--- config.mk ---
export PLATFORM = sky130hd
export DESIGN_NAME = busca_instrucao_flat
export DESIGN_NICKNAME = d
export VERILOG_FILES = /design/src/rtl/busca_instrucao_pkg.sv /design/src/rtl/busca_instrucao_if.sv /design/src/rtl/busca_instrucao_fetch_fifo.sv /design/src/rtl/busca_instrucao.sv /design/src/flat_wrapper.sv
export SDC_FILE = /design/constraint.sdc
export NUM_CORES = 1
export LEC_CHECK = 0
export ABC_AREA = 1
export CORE_MARGIN = 5
export CORE_UTILIZATION = 30
export CTS_BUF_LIST = sky130_fd_sc_hd__clkbuf_4 sky130_fd_sc_hd__clkbuf_8
export CTS_CLUSTER_SIZE = 14
export DETAILED_ROUTE_END_ITERATION = 6
export PLACE_DENSITY_LB_ADDON = 0.1
export RECOVER_POWER = 100
export SETUP_SLACK_MARGIN = 0.4
export SLEW_MARGIN = 20
export SYNTH_ARGS = -nofsm -noshare
export SYNTH_HDL_FRONTEND = slang
export SYNTH_SLANG_ARGS = --single-unit
export TNS_END_PERCENT = 30
--- constraint.sdc ---
create_clock -name clk -period 15.99 [get_ports clk]
set_input_delay 4.797 -clock clk [delete_from_list [all_inputs] [get_ports clk]]
set_output_delay 4.797 -clock clk [all_outputs]
set_load 0.05 [all_outputs]
--- src/rtl/busca_instrucao_pkg.sv ---
// Shared types and constants for the busca_instrucao instruction fetch stage.
package busca_instrucao_pkg;

  localparam int XLEN       = 64;  // address / PC width
  localparam int INST_W     = 32;  // instruction word width
  localparam int INST_BYTES = 4;   // PC increment per fetched word

  typedef enum logic [1:0] {
    IDLE,     // no request outstanding
    REQ,      // request driven, waiting for imem_ack
    DISCARD   // request outstanding whose response is dropped
  } fetch_state_t;

  typedef struct packed {
    logic [INST_W-1:0] inst;
    logic [XLEN-1:0]   pc;
  } fetch_entry_t;

endpackage

--- src/rtl/busca_instrucao_if.sv ---
// Bus bundle of the fetch stage: instruction-memory req/ack side, redirect
// input, and valid/ready instruction output towards the processing unit.
interface busca_instrucao_if;
  import busca_instrucao_pkg::*;

  logic              imem_req;
  logic [XLEN-1:0]   imem_addr;
  logic              imem_ack;
  logic [INST_W-1:0] imem_rdata;
  logic              redirect;
  logic [XLEN-1:0]   redirect_pc;
  logic              inst_valid;
  logic              inst_ready;
  logic [INST_W-1:0] inst_out;
  logic [XLEN-1:0]   inst_pc;
  logic [XLEN-1:0]   PCOut;

  // Fetch stage side.
  modport master (
    output imem_req, imem_addr, inst_valid, inst_out, inst_pc, PCOut,
    input  imem_ack, imem_rdata, redirect, redirect_pc, inst_ready
  );

  // Environment side: instruction memory plus processing unit.
  modport slave (
    input  imem_req, imem_addr, inst_valid, inst_out, inst_pc, PCOut,
    output imem_ack, imem_rdata, redirect, redirect_pc, inst_ready
  );

endinterface

--- src/rtl/busca_instrucao_fetch_fifo.sv ---
// Prefetch buffer of fetch_entry_t words. Registered storage, head read
// straight from the array so a push in cycle N is visible in cycle N+1.
// The caller must not push into a full buffer unless it pops in the same cycle.
module busca_instrucao_fetch_fifo
  import busca_instrucao_pkg::*;
#(
  parameter  int DEPTH = 2,
  localparam int PW    = $clog2(DEPTH),
  localparam int CW    = PW + 1
) (
  input  logic          clk,
  input  logic          reset,
  input  logic          push,
  input  fetch_entry_t  push_data,
  input  logic          pop,
  input  logic          flush,
  output fetch_entry_t  head,
  output logic [CW-1:0] count,
  output logic          full,
  output logic          empty
);

  fetch_entry_t   mem [DEPTH];
  logic [PW-1:0]  wr_ptr;
  logic [PW-1:0]  rd_ptr;

  assign head  = mem[rd_ptr];
  assign full  = (count == CW'(DEPTH));
  assign empty = (count == '0);

  // Pointer, occupancy and storage update; flush drops every entry at once.
  always_ff @(posedge clk or posedge reset) begin
    if (reset) begin
      // NOTE: the storage is reset on purpose: it is only a few entries and
      // it makes inst_out/inst_pc read 0 after reset instead of X.
      for (int i = 0; i < DEPTH; i++) mem[i] <= '0;
      wr_ptr <= '0;
      rd_ptr <= '0;
      count  <= '0;
    end else if (flush) begin
      wr_ptr <= '0;
      rd_ptr <= '0;
      count  <= '0;
    end else begin
      // NOTE: non-blocking assignments everywhere in clocked blocks, so every
      // register samples the pre-edge values regardless of statement order.
      if (push) begin
        mem[wr_ptr] <= push_data;
        wr_ptr      <= wr_ptr + PW'(1);
      end
      if (pop) rd_ptr <= rd_ptr + PW'(1);
      if (push && !pop)      count <= count + CW'(1);
      else if (!push && pop) count <= count - CW'(1);
    end
  end

endmodule

--- src/rtl/busca_instrucao.sv ---
// Instruction fetch stage: owns the PC, issues one outstanding req/ack fetch
// at a time, buffers returned words in a small FIFO and accepts redirects.
// Optional build macro FETCH_PERF_EN adds perf_fetched / perf_dropped counters.
module busca_instrucao
  import busca_instrucao_pkg::*;
#(
  parameter logic [XLEN-1:0] RESET_PC   = '0,
  parameter int              FIFO_DEPTH = 2
) (
  input  logic clk,
  input  logic reset,
  busca_instrucao_if.master bus
`ifdef FETCH_PERF_EN
  ,
  output logic [31:0] perf_fetched,
  output logic [31:0] perf_dropped
`endif
);

  localparam int              CW          = $clog2(FIFO_DEPTH) + 1;
  localparam logic [CW:0]     DEPTH_SLOTS = (CW + 1)'(FIFO_DEPTH);
  localparam logic [CW:0]     ONE_SLOT    = (CW + 1)'(1);
  localparam logic [XLEN-1:0] PC_STEP     = XLEN'(INST_BYTES);
  localparam logic [XLEN-1:0] ALIGN_MASK  = ~XLEN'(INST_BYTES - 1);

  fetch_state_t    state;
  logic [XLEN-1:0] pc;
  logic [XLEN-1:0] req_addr;
  logic            req_q;
  logic [XLEN-1:0] redirect_target;
  logic [XLEN-1:0] pc_next_seq;
  logic            push;
  logic            pop;
  logic            fifo_full;
  logic            fifo_empty;
  logic [CW-1:0]   fifo_count;
  logic [CW:0]     free_slots;
  fetch_entry_t    push_entry;
  fetch_entry_t    head;

  assign redirect_target = bus.redirect_pc & ALIGN_MASK;
  assign pc_next_seq     = pc + PC_STEP;  // modulo 2^XLEN by construction
  assign pop             = !fifo_empty && bus.inst_ready;
  // Free slots count a same-cycle pop, which lets a full buffer keep streaming.
  assign free_slots      = DEPTH_SLOTS - {1'b0, fifo_count} + {{CW{1'b0}}, pop};
  assign push            = (state == REQ) && bus.imem_ack && !bus.redirect
                           && (!fifo_full || pop);
  assign push_entry      = '{inst: bus.imem_rdata, pc: req_addr};

  busca_instrucao_fetch_fifo #(.DEPTH(FIFO_DEPTH)) u_fifo (
    .clk       (clk),
    .reset     (reset),
    .push      (push),
    .push_data (push_entry),
    .pop       (pop),
    .flush     (bus.redirect),
    .head      (head),
    .count     (fifo_count),
    .full      (fifo_full),
    .empty     (fifo_empty)
  );

  assign bus.imem_req   = req_q;
  assign bus.imem_addr  = req_addr;
  assign bus.PCOut      = pc;
  assign bus.inst_valid = !fifo_empty;
  assign bus.inst_out   = head.inst;
  assign bus.inst_pc    = head.pc;

  // Fetch FSM: request issue, PC advance and redirect handling.
  always_ff @(posedge clk or posedge reset) begin
    if (reset) begin
      state    <= IDLE;
      pc       <= RESET_PC;
      req_addr <= RESET_PC;
      req_q    <= 1'b0;
    end else begin
      case (state)
        IDLE: begin
          if (bus.redirect) begin
            // Buffer is flushed this edge, so fetching may start right away.
            pc       <= redirect_target;
            req_addr <= redirect_target;
            req_q    <= 1'b1;
            state    <= REQ;
          end else if (free_slots != '0) begin
            req_addr <= pc;
            req_q    <= 1'b1;
            state    <= REQ;
          end
        end
        REQ: begin
          if (bus.redirect) begin
            pc <= redirect_target;
            if (bus.imem_ack) begin
              // Response of this cycle is dropped; restart at the target.
              req_addr <= redirect_target;
            end else begin
              // Address must stay stable until the old request is acked.
              state <= DISCARD;
            end
          end else if (bus.imem_ack) begin
            pc       <= pc_next_seq;
            req_addr <= pc_next_seq;
            if (free_slots <= ONE_SLOT) begin
              req_q <= 1'b0;
              state <= IDLE;
            end
          end
        end
        DISCARD: begin
          if (bus.redirect) pc <= redirect_target;
          if (bus.imem_ack) begin
            req_addr <= bus.redirect ? redirect_target : pc;
            state    <= REQ;
          end
        end
        default: begin
          req_q <= 1'b0;
          state <= IDLE;
        end
      endcase
    end
  end

`ifdef FETCH_PERF_EN
  logic dropped_ack;
  assign dropped_ack = bus.imem_ack
                       && ((state == DISCARD) || ((state == REQ) && bus.redirect));

  // Performance counters: delivered and discarded memory responses.
  always_ff @(posedge clk or posedge reset) begin
    if (reset) begin
      perf_fetched <= '0;
      perf_dropped <= '0;
    end else begin
      if (push)        perf_fetched <= perf_fetched + 32'd1;
      if (dropped_ack) perf_dropped <= perf_dropped + 32'd1;
    end
  end
`else
  // Counters are not built in this configuration.
`endif

endmodule

--- src/flat_wrapper.sv ---
// flat-port wrapper written by rule: the top's interface ports become plain ports
module busca_instrucao_flat import busca_instrucao_pkg::*;
#(
  parameter logic [XLEN-1:0] RESET_PC   = '0,
  parameter int              FIFO_DEPTH = 2
)
  (clk, reset, bus_imem_req, bus_imem_addr, bus_inst_valid, bus_inst_out, bus_inst_pc, bus_PCOut, bus_imem_ack, bus_imem_rdata, bus_redirect, bus_redirect_pc, bus_inst_ready);
  busca_instrucao_if bus_i ();
  input  logic clk;
  input  logic reset;
  output wire logic [$bits(bus_i.imem_req)-1:0] bus_imem_req;
  output wire logic [$bits(bus_i.imem_addr)-1:0] bus_imem_addr;
  output wire logic [$bits(bus_i.inst_valid)-1:0] bus_inst_valid;
  output wire logic [$bits(bus_i.inst_out)-1:0] bus_inst_out;
  output wire logic [$bits(bus_i.inst_pc)-1:0] bus_inst_pc;
  output wire logic [$bits(bus_i.PCOut)-1:0] bus_PCOut;
  input wire logic [$bits(bus_i.imem_ack)-1:0] bus_imem_ack;
  input wire logic [$bits(bus_i.imem_rdata)-1:0] bus_imem_rdata;
  input wire logic [$bits(bus_i.redirect)-1:0] bus_redirect;
  input wire logic [$bits(bus_i.redirect_pc)-1:0] bus_redirect_pc;
  input wire logic [$bits(bus_i.inst_ready)-1:0] bus_inst_ready;
  assign bus_imem_req = bus_i.imem_req;
  assign bus_imem_addr = bus_i.imem_addr;
  assign bus_inst_valid = bus_i.inst_valid;
  assign bus_inst_out = bus_i.inst_out;
  assign bus_inst_pc = bus_i.inst_pc;
  assign bus_PCOut = bus_i.PCOut;
  assign bus_i.imem_ack = bus_imem_ack;
  assign bus_i.imem_rdata = bus_imem_rdata;
  assign bus_i.redirect = bus_redirect;
  assign bus_i.redirect_pc = bus_redirect_pc;
  assign bus_i.inst_ready = bus_inst_ready;
  busca_instrucao #(.RESET_PC(RESET_PC), .FIFO_DEPTH(FIFO_DEPTH)) u_core (.clk(clk), .reset(reset), .bus(bus_i));
endmodule
; ---- After elaboration in Yosys (flattened, before gate mapping)
; Index checks and enable logic that the tools add are counted.
[word_totals]
reg_bits = 327
input_bits = 101
out_inout_bits = 226
wordCells = 101
[classes]
n_addsub = 7
order_cmp = 4
eq_ne = 11
muxes = 37
n_bitwise = 4
reduce_logical = 27
[op_table]
columns = op, n
row1 = two-way mux 64 bit, 8
row2 = two-way mux 96 bit, 4
row3 = bitwise mux 192 bit, 1
row4 = case mux 64 bit (3 select lines), 1
row5 = case mux 64 bit (2 select lines), 1
row6 = demux 96 bit (select 1 bit), 1
row7 = "adder 64 x 3 -> 64 bit, second input constant", 1
row8 = two-way mux 2 bit, 10
row9 = AND reduction 5 bit, 2
row10 = two-way mux 1 bit, 9
row11 = "inequality test 3 bit, second input constant", 3
row12 = nonzero test 3 bit, 3
row13 = "inequality test 2 bit, second input constant", 4
row14 = logical AND 1 bit, 7
row15 = case mux 2 bit (3 select lines), 1
row16 = nonzero test 2 bit, 3
row17 = zero test 1 bit, 5
row18 = "equality test 2 bit, second input constant", 2
row19 = ">= comparator 2 bit, second input constant", 2
row20 = zero test 2 bit, 2
row21 = inverter 1 -> 2 bit, 2
row22 = AND reduction 2 bit, 2
row23 = AND reduction 4 bit, 1
row24 = adder 3 x 1 -> 3 bit, 1
row25 = other kinds (12), 14

; ---- Longest topological paths before layout
[depth]
word_depth = 10
depth_mapped = 13
depth_no_buf = 12

; ---- Hierarchy
; From an unflattened synthesis, not the netlist that was laid out.
[unflattened]
cells_unflattened = 2405
hier_area_um2 = 18550.3
[modules_own_cells]
columns = mod, n_inst, cells_each, area_per_inst_um2, seq_area_each_um2
row1 = busca_instrucao, 1, 1552, 9490.4, 3278.1
row2 = busca_instrucao_fetch_fifo, 1, 853, 9059.9, 4904.7

; ---- Least setup slack after synthesis
; Ideal clock, no wire load.
[synth_timing]
path_type = register -> output
from = register u_core.u_fifo.rd_ptr
to = output port bus_inst_out[31]
arrival_time_ns = 1.888
required_ns = 11.193
path_slack_ns = 9.305
path_stages_with_launch = 4
n_path_buf = 2
path_cell_list = dfrtp_1 -> clkbuf_1 -> clkbuf_1 -> o21ai_0
[synth_via]
elab_chain_cells = 4
[synth_lines]
columns = element, line
row1 = start: declaration, busca_instrucao_fetch_fifo.sv:25  ; logic [PW-1:0] rd_ptr;
row2 = start signal: assignment, busca_instrucao_fetch_fifo.sv:51  ; if (pop) rd_ptr <= rd_ptr + PW'(1);
row3 = inverter 1 -> 2 bit (not written as such), busca_instrucao_fetch_fifo.sv:27  ; assign head = mem[rd_ptr];
row4 = two-way mux 96 bit (not written as such) (3 in a row), busca_instrucao_fetch_fifo.sv:27
row5 = end: declaration, flat_wrapper.sv:14  ; output wire logic [$bits(bus_i.inst_out)-1:0] bus_inst_out;
; No other way between the ends. The select of a mux whose other input is x is not followed.

; ---- Final worst setup path
[layout_timing]
from = register u_core.u_fifo.rd_ptr
to = output port bus_inst_pc[22]
[layout_via]
elab_chain_cells = 4
[layout_lines]
columns = element, line
row1 = inverter 1 -> 2 bit (not written as such), busca_instrucao_fetch_fifo.sv:27
row2 = two-way mux 96 bit (not written as such) (3 in a row), busca_instrucao_fetch_fifo.sv:27
row3 = end: declaration, flat_wrapper.sv:15  ; output wire logic [$bits(bus_i.inst_pc)-1:0] bus_inst_pc;
; No other way between the ends. The select of a mux whose other input is x is not followed.

==> impl_results.md <==
- Status: finished, violations left
- Failing checks: max-capacitance violations, max-slew violations
- Setup Skew: roughly 31 ps
- Startpoint types: flop
- TritonCTS clock tree: done
- Seq/Total Area, Yosys: a little under half
- Pleak: approximately 10 nW
- Internal power: about 2.6 mW
- Maximum VDD drop: between 0.0001 and 0.00015 V
- Post-synthesis xor/xnor area fraction: less than 1%
- Top cell type by total area after synthesis: dfrtp_1
- Synth area leaders: dfrtp_1 (46%), nand2_1 (16%), o21ai_0 (8.6%), inv_1 (4.5%), nor2_1 (3.9%)
- Setup TNS: 0 ps
- Fin nets: around 2700
- H-Tree Depth: 2
- Placed wire-length estimate: 47020 um
- Ys flop type: dfrtp_1
- Post-synth cell types: 45
- Mapped Area: around 18000 um^2
- Post-synth EDFFs: 0
- Crit Path Class: flop to output port
- HP Class: flop to flop
- Final Worst Setup Slack: between 5000 and 6000 ps
- Synth Area in Adders: 0.2101%
- Pwr/cell area: 253.8 nW/um^2
- DRC errors left: 0
- Hold_ws: about 490 ps
- Total wire length: slightly below 70000 um
- Share of layout cells above drive strength 1: under 10%
- Max clock buf depth: 3
- Finished Cell Area: 22640 um^2
- Flops & latches, synth: between 300 and 400
- Overall power: about 5.7 mW
- Switching Share: between 50% and 60%
- CTS Hold Bufs: 0
- Vias in the first global route: 16560
- Largest net degree at the start of global routing: just under 200
- Post-synthesis mux area share: under 10%
- DR iter-0 viols: ~1300
- Via count: 16880
- Critical-path maximum fanout: 76
- Synthesis-to-finish area growth: 26.69%
- Finish-stage setup viols: 0
- Worst-margin pin slew: between 6000 and 7000 ps
- Reg clk slew, reported paths: approximately 60 ps
- # rows: 89
- Clock network power share: between 10% and 20%
- Critical Path RT: between 10000 and 15000 ps
- Switching power: 3.110 mW
- ANT nets after route: 0
- Starting Density: a little over 30%
- Syn Inst Count: 2339
- Final Critical Period: around 11000 ps
- # port buffers: approximately 320
- Root Buffer: clkbuf_8
- Core area: slightly below 60000 um^2
- First-pass GRT wire length: between 100000 and 150000 um
- Clock sink count: ~330
- RSZ-0062 raised after global routing: no
- Tcrit/Tclk final: between 60 and 70%
- Die height: 254.1 um
- Comb pwr share: 57.0%
- Top-area cell type share of the netlist area: 45.80%
- Gr usage total: 20.60%
- Worst setup EP type: output port
- # Max-Cap Violations: 12
- F_max: around 0.091 GHz
- Post-cts resize count: 0
- Avg WL per Cell: between 15 and 20 um
- Die W: 254.1 um
- Total grt overflow: 0
- Post-synth ARST share: between 90% and 100%
- Mapped Avg Cell Area: between 7 and 8 um^2
- Max-slew violations: 651
- Flop pwr share: 28.1%
- Die ar.: between 60000 and 70000 um^2
- Antenna violations before repair: 2
- Synth Area in Compound Gates: 14.35%
- Skew-Pair Late Insertion Delay: 670 ps
- Synth Area in Simple Gates: between 20% and 30%
- Number of setup buffers added after CTS: 0
- Worst slack at placement: about 7800 ps
- YS warnings: 0
- Synth Net Count: roughly 2400
- I/O pin total: ~330
- Vias per cell: 4.917
- DR pass1 iterations: 6
- Max-Slew Margin vs Limit: -305.9%
- DP Area: approximately 22000 um^2
- Hold Vio Cnt, Final: 0
- Largest family of logic cells by synthesized area: simple AND/OR/NAND/NOR gates
- Number of buffers created by CTS: between 60 and 70
- Critical Path AT: 6160 ps
- GP Congestion: just under 0.9
==> final timing paths <==
path / from / endpoint / slack [ps] / cells after the start
worst min register to register: u_core.u_fifo.mem[38] / u_core.u_fifo.mem[38] / 490 / 1
worst max register to register: u_core.state[0] / u_core.bus.imem_addr[13] / 9160 / 11
worst min-delay path: u_core.u_fifo.mem[38] / u_core.u_fifo.mem[38] / 490 / 1
worst max-delay path: u_core.u_fifo.rd_ptr / bus_inst_pc[22] / 5030 / 4
min in group asynchronous: reset / u_core.u_fifo.mem[100] / 6500 / 2
max in group asynchronous: reset / u_core.state[0] / 6480 / 2
==> layout by cell type (no fill, tap or decap), types with 7 or more instances in the layout <==
| cell type | instances |
|---|---|
| o21ai_0 | 314 |
| inv_1 | 214 |
| nor2_2 | 7 |
| clkbuf_4 | 18 |
| mux2_1 | 39 |
| clkdlybuf4s50_1 | 97 |
| dlygate4sd3_1 | 226 |
| clkbuf_1 | 9 |
| o21ai_1 | 10 |
| nand4_1 | 45 |
| buf_4 | 7 |
| a21oi_1 | 132 |
| nand3_1 | 58 |
| nand2_1 | 753 |
| mux2_2 | 56 |
| o211ai_1 | 9 |
| dfrtp_1 | 326 |
| nor2_1 | 189 |
| clkbuf_8 | 76 |
==> state kept, by name (all words and copies together), names as in the netlist <==
| signal | count |
|---|---|
| u_core.u_fifo.count | 2 |
| u_core.bus.imem_req | 1 |
| u_core.bus.PCOut | 64 |
| u_core.u_fifo.mem | 192 |
| u_core.bus.imem_addr | 64 |
| u_core.state | 2 |
| u_core.u_fifo.wr_ptr | 1 |
| u_core.u_fifo.rd_ptr | 1 |
==> cells in the mapped netlist, types with 4 or more instances <==
cell      instances
nand2_1         752
dfrtp_1         327
o21ai_0         306
inv_1           215
nor2_1          186
a21oi_1         130
clkbuf_1         58
nand3_1          57
mux2_2           56
buf_2            47
nand4_1          45
mux2_4           40
o21ai_1          18
buf_4             9
o211ai_1          9
nor2_2            8
o21bai_1          6
a22oi_1           5
buf_1             5
nand2_2           5
buf_12            4
mux2i_1           4
nor3_1            4
xor2_1            4
==> power groups by stage <==
stage	combinational, mW	clock (mW)	sequential (mW)
after floorplan	1.75	0	2.02
after global placement	3.37	0	1.64
after detailed placement	3.40	0	1.65
after CTS	3.41	0.890	1.64
after global routing	3.54	0.925	1.67
final	3.28	0.855	1.62
==> cell families (layout without fill, tap and decap cells) <==
kind of cell,count (synthesis),count (layout)
AO/OA/AOI/OAI,493,493
buffers and inverters,344,663
AND/OR/NAND/NOR,1068,1068
multiplexers,100,100
other,0,2
XOR/XNOR,4,4
flip-flops,327,327
adder cells (fa/ha/maj),3,3
==> through the flow <==
stage	std cells	utilization [%]
floorplan	2339	-
global placement	3327	36.58
detailed placement	3328	36.61
CTS	3430	38.73
global route	3431	38.35
finish	3433	38.36
==> routing by layer <==
metal	global-route usage, %	vias to the layer above	share of wire (%)	routed length [um]
li1	-	8127	-	-
met1	29.35	8091	46	31090
met2	31.53	533	45	30420
met3	3.684	126	6.3	4276
met4	7.395	2	3.7	2513
met5	0	-	0.019	13
==> critical path: stages (launching register included) <==
cell,delay (ps)
dfrtp_1,1310
buf_16,350
clkbuf_1,2110
o21ai_0,690
dlygate4sd3_1,960
==> cell type report <==
class / count / area (um^2)
inverter: 219 / 824.5
sequential: 327 / 8184
fill: 6167 / 36380
multi-input combinational: 1668 / 8029
timing repair buffer: 342 / 3378
clock buffer: 94 / 1181
clock inverter: 8 / 68.82
antenna: 2 / 5.005
tap: 773 / 967.2
Note: power is estimated with default switching activity, not from simulation.
